$ cat config.mk
export PLATFORM = sky130hd
export DESIGN_NAME = fetch_queue
export DESIGN_NICKNAME = d
export VERILOG_FILES = /design/src/rtl/fetch_queue_pkg.sv /design/src/rtl/sync_fifo.sv /design/src/rtl/fetch_queue.sv
export SDC_FILE = /design/constraint.sdc
export NUM_CORES = 1
export LEC_CHECK = 0
export CORE_ASPECT_RATIO = 1.4
export CORE_MARGIN = 1.5
export CORE_UTILIZATION = 60
export CTS_CLUSTER_SIZE = 12
export DETAILED_ROUTE_END_ITERATION = 8
export PLACE_DENSITY = 0.85
export REMOVE_ABC_BUFFERS = 1
export SLEW_MARGIN = 20
export SYNTH_ARGS = -nofsm -noshare
export SYNTH_HDL_FRONTEND = slang
export SYNTH_HIERARCHICAL = 1
export SYNTH_SLANG_ARGS = --single-unit
$ cat constraint.sdc
create_clock -name clk -period 5.1 [get_ports clk]
set_input_delay 1.02 -clock clk [delete_from_list [all_inputs] [get_ports clk]]
set_output_delay 1.02 -clock clk [all_outputs]
set_load 0.005 [all_outputs]
$ cat src/rtl/fetch_queue_pkg.sv
// Shared constants and helpers for the decoupled fetch front end.
package fetch_queue_pkg;

  localparam int          DEFAULT_XLEN     = 32;
  localparam logic [31:0] DEFAULT_RESET_PC = 32'h0000_0000;
  localparam logic [31:0] NOP_BUBBLE       = 32'h0;
  localparam int          PC_STEP          = 4;

  // A FIFO entry carries {pc, instr}.
  function automatic int entry_width(input int xlen);
    return 2 * xlen;
  endfunction

  localparam int DEFAULT_ENTRY_W = 2 * DEFAULT_XLEN;

endpackage

$ cat src/rtl/sync_fifo.sv
// Show-ahead synchronous FIFO with single-cycle flush; DEPTH must be a power of two.
module sync_fifo #(
  parameter int DEPTH = 4,
  parameter int WIDTH = 64
) (
  input  logic                     clk,
  input  logic                     reset,
  input  logic                     push,
  input  logic                     pop,
  input  logic                     flush,
  input  logic [WIDTH-1:0]         din,
  output logic [WIDTH-1:0]         dout,
  output logic                     full,
  output logic                     empty,
  output logic [$clog2(DEPTH):0]   count
);

  localparam int AW = $clog2(DEPTH);

  logic [DEPTH-1:0][WIDTH-1:0] mem;
  logic [AW-1:0]               rd_ptr, wr_ptr;
  logic [AW:0]                 cnt;
  logic                        do_push, do_pop;

  assign empty   = (cnt == '0);
  assign full    = (cnt == (AW+1)'(DEPTH));
  assign count   = cnt;
  assign dout    = mem[rd_ptr];
  // A push into a full FIFO is only accepted when the head leaves the same cycle.
  assign do_pop  = pop && !empty;
  assign do_push = push && (!full || do_pop);

  always_ff @(posedge clk or posedge reset) begin
    if (reset) begin
      rd_ptr <= '0;
      wr_ptr <= '0;
      cnt    <= '0;
    end else if (flush) begin
      rd_ptr <= '0;
      wr_ptr <= '0;
      cnt    <= '0;
    end else begin
      if (do_push) wr_ptr <= wr_ptr + 1'b1;
      if (do_pop)  rd_ptr <= rd_ptr + 1'b1;
      cnt <= cnt + (AW+1)'(do_push) - (AW+1)'(do_pop);
    end
  end

  always_ff @(posedge clk) begin
    if (do_push && !flush) mem[wr_ptr] <= din;
  end

endmodule

$ cat src/rtl/fetch_queue.sv
// Decoupled fetch: sequential PC generation, credit-limited imem requests, response FIFO to decode.
module fetch_queue
  import fetch_queue_pkg::*;
#(
  parameter int              XLEN     = DEFAULT_XLEN,
  parameter int              DEPTH    = 4,
  parameter logic [XLEN-1:0] RESET_PC = DEFAULT_RESET_PC
) (
  input  logic            clk,
  input  logic            reset,
  output logic            imem_req_valid,
  input  logic            imem_req_ready,
  output logic [XLEN-1:0] imem_req_addr,
  input  logic            imem_rsp_valid,
  input  logic [XLEN-1:0] imem_rsp_data,
  input  logic            stall,
  input  logic            redirect,
  input  logic [XLEN-1:0] redirect_pc,
  output logic            if_id_valid,
  output logic [XLEN-1:0] if_id_instr,
  output logic [XLEN-1:0] if_id_pc
);

  localparam int CW = $clog2(DEPTH) + 1;
  localparam int EW = entry_width(XLEN);

  logic [XLEN-1:0] fetch_pc, tail_pc, redirect_base;
  logic [CW-1:0]   outstanding, drop_cnt, occupancy;
  logic [CW:0]     credit_used;
  logic            req_fire, push, pop;
  logic            fifo_full, fifo_empty;
  logic [EW-1:0]   fifo_din, fifo_dout;

  assign redirect_base = {redirect_pc[XLEN-1:2], 2'b00};

  // Dropped-pending requests still hold credit, so the FIFO can never overflow.
  assign credit_used    = {1'b0, outstanding} + {1'b0, occupancy};
  assign imem_req_valid = !reset && !redirect && (credit_used < (CW+1)'(DEPTH));
  assign imem_req_addr  = reset ? '0 : fetch_pc;
  assign req_fire       = imem_req_valid && imem_req_ready;

  assign push     = imem_rsp_valid && (drop_cnt == '0) && !redirect;
  assign pop      = if_id_valid && !stall && !redirect;
  assign fifo_din = {tail_pc, imem_rsp_data};

  always_ff @(posedge clk or posedge reset) begin
    if (reset) begin
      fetch_pc    <= RESET_PC;
      tail_pc     <= RESET_PC;
      outstanding <= '0;
      drop_cnt    <= '0;
    end else begin
      outstanding <= outstanding + CW'(req_fire) - CW'(imem_rsp_valid);
      if (redirect) begin
        fetch_pc <= redirect_base;
        tail_pc  <= redirect_base;
        drop_cnt <= outstanding - CW'(imem_rsp_valid);
      end else begin
        if (req_fire) fetch_pc <= fetch_pc + XLEN'(PC_STEP);
        if (push)     tail_pc  <= tail_pc + XLEN'(PC_STEP);
        if (imem_rsp_valid && (drop_cnt != '0)) drop_cnt <= drop_cnt - 1'b1;
      end
    end
  end

  sync_fifo #(
    .DEPTH (DEPTH),
    .WIDTH (EW)
  ) u_fifo (
    .clk   (clk),
    .reset (reset),
    .push  (push),
    .pop   (pop),
    .flush (redirect),
    .din   (fifo_din),
    .dout  (fifo_dout),
    .full  (fifo_full),
    .empty (fifo_empty),
    .count (occupancy)
  );

  assign if_id_valid = !fifo_empty;
  assign if_id_pc    = if_id_valid ? fifo_dout[EW-1:XLEN] : '0;
  assign if_id_instr = if_id_valid ? fifo_dout[XLEN-1:0]  : XLEN'(NOP_BUBBLE);

  rsp_without_request: assert property (@(posedge clk) disable iff (reset)
    !(imem_rsp_valid && (outstanding == '0)));

  fifo_never_overflows: assert property (@(posedge clk) disable iff (reset)
    !(push && fifo_full && !pop));

endmodule
Word-level counts from Yosys, hierarchy flattened
Index checks and enable logic that the tools add are counted.
Widths: inputs -> output; s select.
- bits of input ports: 70
- word-level logic and storage cells: 72
- bits in registers: 333
- reductions and logical operators: 26
- muxes and demuxes: 19
- eq/ne operators: 1
- order comparisons: 4
- $add $sub $neg: 11
- operators by type and width (kind ; count):
    $bwmux 256 ; 1
    $mux 32 ; 7
    $bmux 64 s2 ; 1
    $demux 64 s2 ; 1
    $mux 64 ; 2
    $add 32x3->32 const B ; 2
    $logic_and 1x1->1 ; 12
    $reduce_bool 2->1 ; 5
    $mux 3 ; 3
    $sub 3x1->3 ; 3
    $mux 2 ; 4
    $add 3x1->3 ; 2
    $logic_not 3->1 ; 2
    $lt 2x3->1 const B ; 2
    $logic_not 1->1 ; 5
    $add 2x1->2 const B ; 2
    $add 3x3->4 ; 1
    $lt 4x3->1 const B ; 1
    $eq 3x3->1 const B ; 1
    $reduce_bool 3->1 ; 1
    $sub 3x1->3 const B ; 1
    $ge 2x1->1 const B ; 1
    $logic_or 1x1->1 ; 1

Depth between registers and ports, before layout
Gate-level depths: netlist of run 1.
- depth after elaboration: 10
- mapped depth: 13
- gate-level depth less buffers: 13

Cells and area by module
Netlist of run 1, hierarchy kept.
- by module, submodules not included (module ; cells an instance ; seq. area each (um^2) ; instances ; area each (um^2)):
    sync_fifo ; 383 ; 7862.5 ; 1 ; 9705.6
    fetch_queue ; 514 ; 1651.6 ; 1 ; 4410.5

Least setup slack after synthesis of run 1
OpenSTA, ideal clock, no wires.
- kind: input port to flip-flop
- start: in redirect
- end: reg u_fifo/mem[0] (netlist name), enable pin
- path buffers: 2
- setup slack: 1.025 ns
- stages on the path: 6
- setup time: 0.429 ns
- data required time: 4.671 ns
- arrival: 3.646 ns
- path through: clkbuf_1 > clkbuf_1 > nor3_1 > nor4b_1 > nor3b_1 > and2_1
- cells in the longest elaborated chain, start to end: 6
- elaborated cells on any way between the ends: 7
- classes of those cells: 7 x reduce/logical
- ends and longest elaborated chain (what ; RTL line ; source):
    start: declaration ; fetch_queue.sv:17 ; input logic redirect,
    $logic_not 1->1 ; fetch_queue.sv:43 ; assign pop = if_id_valid && !stall && !redirect;
    $logic_and 1x1->1 ; fetch_queue.sv:43 ;
    named net pop ; fetch_queue.sv:30 ; logic req_fire, push, pop;
    $logic_and 1x1->1 ; sync_fifo.sv:30 ; assign do_pop = pop && !empty;
    $logic_or 1x1->1 ; sync_fifo.sv:31 ; assign do_push = push && (!full || do_pop);
    $logic_and 1x1->1 ; sync_fifo.sv:31 ;
    $logic_and 1x1->1 ; sync_fifo.sv:50 ; if (do_push && !flush) mem[wr_ptr] <= din;
    end signal: indexed assignment ; sync_fifo.sv:50 ;
    end: declaration ; sync_fifo.sv:20 ; logic [DEPTH-1:0][WIDTH-1:0] mem;
The timed path passes the listed nets, and every way through them passes these cells.
A chain may end at the register's enable or synchronous reset.

Worst setup path after layout of run 1
- start: reg u_fifo.rd_ptr[0]
- end: out if_id_instr[24]
- cells in the longest elaborated chain, start to end: 3
- ends and longest elaborated chain (what ; RTL line ; source):
    start: declaration ; sync_fifo.sv:21 ; logic [AW-1:0] rd_ptr, wr_ptr;
    start signal: assignment ; sync_fifo.sv:44 ; if (do_pop) rd_ptr <= rd_ptr + 1'b1;
    $bmux 64 s2 ; sync_fifo.sv:28 ; assign dout = mem[rd_ptr];
    $mux 64 (implied by the code) ; sync_fifo.sv:28 ;
    named net fifo_dout[24] ; fetch_queue.sv:32 ; logic [EW-1:0] fifo_din, fifo_dout;
    $mux 32 ; fetch_queue.sv:84 ; assign if_id_instr = if_id_valid ? fifo_dout[XLEN-1:0] : XLEN'(NOP_BUBBLE);
    end: declaration ; fetch_queue.sv:20 ; output logic [XLEN-1:0] if_id_instr,
The timed path passes the listed nets, and every way through them passes these cells. The select of a mux whose other input is x is not followed.

==> results of run 1 <==
## metrics by stage
step	hold WS (ns)	area, um^2	total power [mW]
6_report	0.555	17000	6.03
2_1_floorplan	0.484	13900	3.50
4_1_cts	0.544	17000	6.09
3_5_place_dp	0.531	16000	3.84
3_3_place_gp	0.516	16000	3.81
5_1_grt	0.561	17000	6.26
## report_power, final
part	switching (mW)	total [mW]	internal [mW]	leakage, nW
registers	0.125	3.15	3.02	3.19
clock network	0.927	2.24	1.31	0.477
logic	0.309	0.649	0.339	2.03
## flip-flops by register name (all words and copies together), names as in the netlist
signal / count
outstanding: 3
u_fifo/count: 3
u_fifo/rd_ptr: 2
u_fifo/wr_ptr: 2
tail_pc: 30
u_fifo/mem: 256
drop_cnt: 3
fetch_pc: 30
## routing by layer
| layer | up-vias | wire length (um) |
|---|---|---|
| met5 | - | 0 |
| met4 | 0 | 953 |
| met3 | 66 | 1580 |
| met2 | 325 | 15700 |
| met1 | 4276 | 11300 |
| li1 | 3749 | - |
## worst max-delay path, stage by stage, from the launching register on
cell             delay, ns
dfrtp_4               0.97
buf_4                 0.36
mux4_2                0.53
nor2b_1               0.15
clkdlybuf4s50_1       0.48
## area by class of cell
cell class | instances | share of cell area (%)
multi-input combinational | 511 | 25.4
sequential | 329 | 55.9
timing repair buffer | 175 | 10.1
clock buffer | 50 | 5.47
inverter | 23 | 0.514
clock inverter | 5 | 0.330
tap | 306 | 2.25
## cells in the final DEF (no fill, tap or decap), types with 8 or more instances in the layout
cell             instances
nor3_1                   8
xnor2_1                 19
conb_1                  10
clkdlybuf4s50_1        162
ha_1                    16
o21ai_0                 35
nand2_1                 48
edfxtp_1               256
nand4_1                 31
nor2b_1                 92
xor2_1                  24
o211ai_1                13
mux2_2                  11
dfrtp_1                 71
and3_1                   8
mux4_2                  64
clkbuf_1                15
clkbuf_16               35
nand3_1                 28
inv_1                   20
nor2_1                  30
buf_4                   11
## worst paths after layout
kind                                       start               end  slack, ns  cells past startpoint
worst max-delay path            u_fifo/rd_ptr[0]   if_id_instr[24]       1.07                      4
worst min-delay path              outstanding[0]    outstanding[0]       0.55                      1
worst max register to register   u_fifo/count[2]    outstanding[2]       2.00                     10
worst min register to register    outstanding[0]    outstanding[0]       0.55                      1
max in group asynchronous                  reset       drop_cnt[2]       2.95                      4
min in group asynchronous                  reset  u_fifo/wr_ptr[0]       1.10                      3
==> reports/metrics.cfg, run 1 <==
[global_routing]
grt_start_max_net_pins = 68
antenna_found_initial = 0
grt_pass1_vias = 8806
track_usage_pct = 25.0
met3_usage_pct = 3.77
grt_overflow = 0
use_met2_pct = 45.3
grtUsageMet1_pct = 30.2
gr-max-usage-layer = met2
grt_pass1_wl_um = 46800

[die]
initial_core_util_pct = 60.8
die_w_um = 133
io_pins = 168
fp-row-count = 66
die_h_um = 184
dieArea_um2 = 24500
fp.coreArea_um2 = 23200

[clocking]
numCtsBuffers = 34
cts_tree = yes
cts-hold-fix-buffers = 0
postCtsSetupBuffers = 0
cts_resized = 0
htreeDepth = 2
clk_path_buf_depth = 3
clkTransAtPathRegs_ns = 0.06
clk_latency_ns = 0.50
clkSinkCount = 329
cts-root-buf = clkbuf_16

[route]
wl_per_cell_um = 21.2
wl_um = 29600
drt_iter0_markers = 640
num_vias = 8416
vias_per_cell = 6.02
dr.pass1.iters = 5
remaining_drc_errors = 0
ant_nets = 0

[pwr]
p_leak_nw = 5.70
peakVddDrop_mv = 0.282
powerDensity_nw_per_um2 = 354

[critical_path]
path_max_fanout = 40
crit_type = register to primary output
startpoint_type = register
cp.arrival_ns = 3.01
critPathCaptureType = primary output
required_ns = 4.08

[placement]
gp_congestion = 0.832
dp_cells = 1344
pre_cts_ws_ns = 1.27
dp_hpwl_um = 18300
portBuffers = 163

[finish]
regArea_um2 = 9520
layout-drive-gt1-share_pct = 13.2
fillers = 1426
diodes = 0
final_util_pct = 73.4
area_delta_synth_final_pct = 20.8
multi_input_area_um2 = 4330
nets = 1162
instances_no_fill = 1399

[sta]
fmax_ghz = 0.248
finalSetupViolations = 0
clock_skew_ns = 0.0215
slew_violations = 0
finalCriticalPeriod_ns = 4.03
setup_ws_ns = 1.07
post-route-period-util_pct = 78.9
tightest_slew_ns = 1.19
rsz0062_at_grt = false
hold_viol = 0
maxSlewHeadroom_pct = 20.0
fin_setup_tns_ns = 0

[synthesis]
postSynthCellCount = 896
yosysWarnings = 6
syn_area_um2 = 14100
avgSynthCellArea_um2 = 15.7

[run]
maxCapViolations = 0

[hold_path]
hold_class = register to register

[status]
outcome = finished clean

Power figures use the tool's default switching activity.
==> run 2, diff against run 1 <==
CORE_UTILIZATION = 51   (was 60)
PLACE_DENSITY = 0.77   (was 0.85)
clock period = 3.25 ns   (was 5.1 ns; I/O delays follow)
==> run 2 against run 1 <==
- clock power grew 44%
- sequential share of layout area shrank 0.94 points
- routed wire length is essentially flat
- design area grew 1.7%
- non-clock buffer count grew 25
- clock skew shrank 0.0094 ns
- largest cell class unchanged
- first-iteration DRC count shrank 21%
- combinational power grew 60%
==> reports/metrics.cfg, run 2 (synthesis gave the netlist of run 1 again) <==
[critical_path]
cp.arrival_ns = 2.53
required_ns = 2.60
r2r_slack_ns = 0.35
reg2regPathDepth = 10
crit_type = register to primary output
critPathCaptureType = primary output
startpoint_type = register
path_max_fanout = 3

[sta]
hold_slack_ns = 0.532
fmax_ghz = 0.315
maxSlewHeadroom_pct = 40.5
finalSetupViolations = 0
fin_setup_tns_ns = 0
tightest_slew_ns = 0.889
hold_viol = 0
clock_skew_ns = 0.0121
finalCriticalPeriod_ns = 3.18
slew_violations = 0
rsz0062_at_grt = true
post-route-period-util_pct = 97.8

[route]
wl_um = 29600
drt_iter0_markers = 506
wl_per_cell_um = 19.9
ant_nets = 0
remaining_drc_errors = 0
dr.pass1.iters = 5
num_vias = 8371
vias_per_cell = 5.64

[clocking]
clkSinkCount = 329
clk_path_buf_depth = 3
numCtsBuffers = 31
htreeDepth = 1
clkTransAtPathRegs_ns = 0.06
cts-root-buf = clkbuf_16
cts_tree = yes
clk_latency_ns = 0.55

[die]
initial_core_util_pct = 52.2
fp.coreArea_um2 = 27000
fp-row-count = 71
die_w_um = 144
io_pins = 168
die_h_um = 200
dieArea_um2 = 28700

[pwr]
powerDensity_nw_per_um2 = 530
clkPwrFrac_pct = 35.0
pwr-share-seq_pct = 53.6
p_int_mw = 7.10
pwr-share-comb_pct = 11.4
peakVddDrop_mv = 0.387
p_switching_mw = 2.10
swShare_pct = 22.8
p_leak_nw = 5.80

[finish]
nets = 1184
diodes = 0
largest_reg_flops = 256
largest-register = u_fifo/mem
area_delta_synth_final_pct = 22.9
reg.largest.list = u_fifo/mem x256, fetch_pc x30, tail_pc x30
mostFrequentLayoutCell = edfxtp_1
final_cell_mix = edfxtp_1 (256), clkdlybuf4s50_1 (162), nor2b_1 (92), dfrtp_1 (70), mux4_2 (64)
layout-drive-gt1-share_pct = 14.6

[global_routing]
grt_pass1_vias = 8544
grt_overflow = 0
grt_start_max_net_pins = 68
antenna_found_initial = 0
grt_pass1_wl_um = 46400
track_usage_pct = 21.1

[hold_path]
hold_class = register to register
hold_path_depth = 1

[status]
outcome = finished clean

[run]
maxCapViolations = 0

[placement]
portBuffers = 163
gp_congestion = 0.878
dp_hpwl_um = 19200

[run 2: cell types whose count changed in the layout (fill, tap and decap cells not counted), sizes merged]
cell | previous run | this run
buf | 13 | 38
clkbuf | 50 | 57
clkinv | 4 | 0
bufinv | 1 | 0
[run 2: layout make-up]
| class | count | area, um^2 |
|---|---|---|
| inverters | 23 | 86.3 |
| flip-flops and latches | 329 | 9520 |
| multi-input cells | 511 | 4340 |
| clock buffers | 57 | 883 |
| fillers | 1987 | 9670 |
| well taps | 365 | 457 |
| repair buffers | 200 | 2050 |
[run 2: power by group through the flow]
stage	clock, mW	sequential (mW)	combinational [mW]
after floorplan	0	4.95	0.540
after global placement	0	5.00	1.02
after detailed placement	0	5.01	1.04
after CTS	3.30	4.92	1.06
after global routing	3.47	4.95	1.16
final	3.22	4.93	1.04
[run 2: critical path, cell delays in order (launching register included)]
cell,delay [ns]
dfrtp_1,0.44
ha_1,0.31
or4_4,0.54
nor3_2,0.18
clkdlybuf4s50_1,0.52
[run 2: path summary, 6_finish.rpt]
check / end / start
max: imem_req_valid / outstanding[2]
min: outstanding[0] / outstanding[0]
max reg2reg: outstanding[2] / outstanding[2]
min reg2reg: outstanding[0] / outstanding[0]
max in group asynchronous: fetch_pc[25] / reset
min in group asynchronous: tail_pc[17] / reset
[run 2: what timing repair did]
action                                  4_1_cts  5_1_grt
gates resized for setup                       2        3
pin swaps                                     0        0
endpoints found under the setup margin       66       18
cloned                                        0        0
hold buffers                                  0        0
setup buffers                                 3        0
[run 2: metrics by stage]
| step | setup WS (ns) | util, % | total power, mW | area, um^2 | cells |
|---|---|---|---|---|---|
| after global placement | 0.0471 | 60.8 | 6.02 | 16400 | 1425 |
| final | 0.0710 | 64.2 | 9.19 | 17300 | 1485 |
| after floorplan | -2.92 | - | 5.49 | 13900 | 863 |
| after global routing | -0.0000238 | 64.2 | 9.58 | 17300 | 1485 |
| after CTS | 0.00744 | 64.2 | 9.28 | 17300 | 1485 |
| after detailed placement | 0.0150 | 60.8 | 6.05 | 16400 | 1425 |
[run 2: per-layer routing]
| layer | track usage [%] | part of all wire [%] | wire [um] | up-vias |
|---|---|---|---|---|
| met5 | 0 | 0 | 0 | - |
| met4 | 7.26 | 2.5 | 742 | 0 |
| met3 | 2.72 | 5.4 | 1590 | 51 |
| met2 | 36.5 | 52 | 15400 | 274 |
| met1 | 27.7 | 40 | 11900 | 4246 |
| li1 | - | - | - | 3800 |
==> run 3, diff against run 2 <==
CAP_MARGIN = 20   (was not set)
==> results of run 3 <==
Final layout, timing and power as in run 2 (identical DEF).
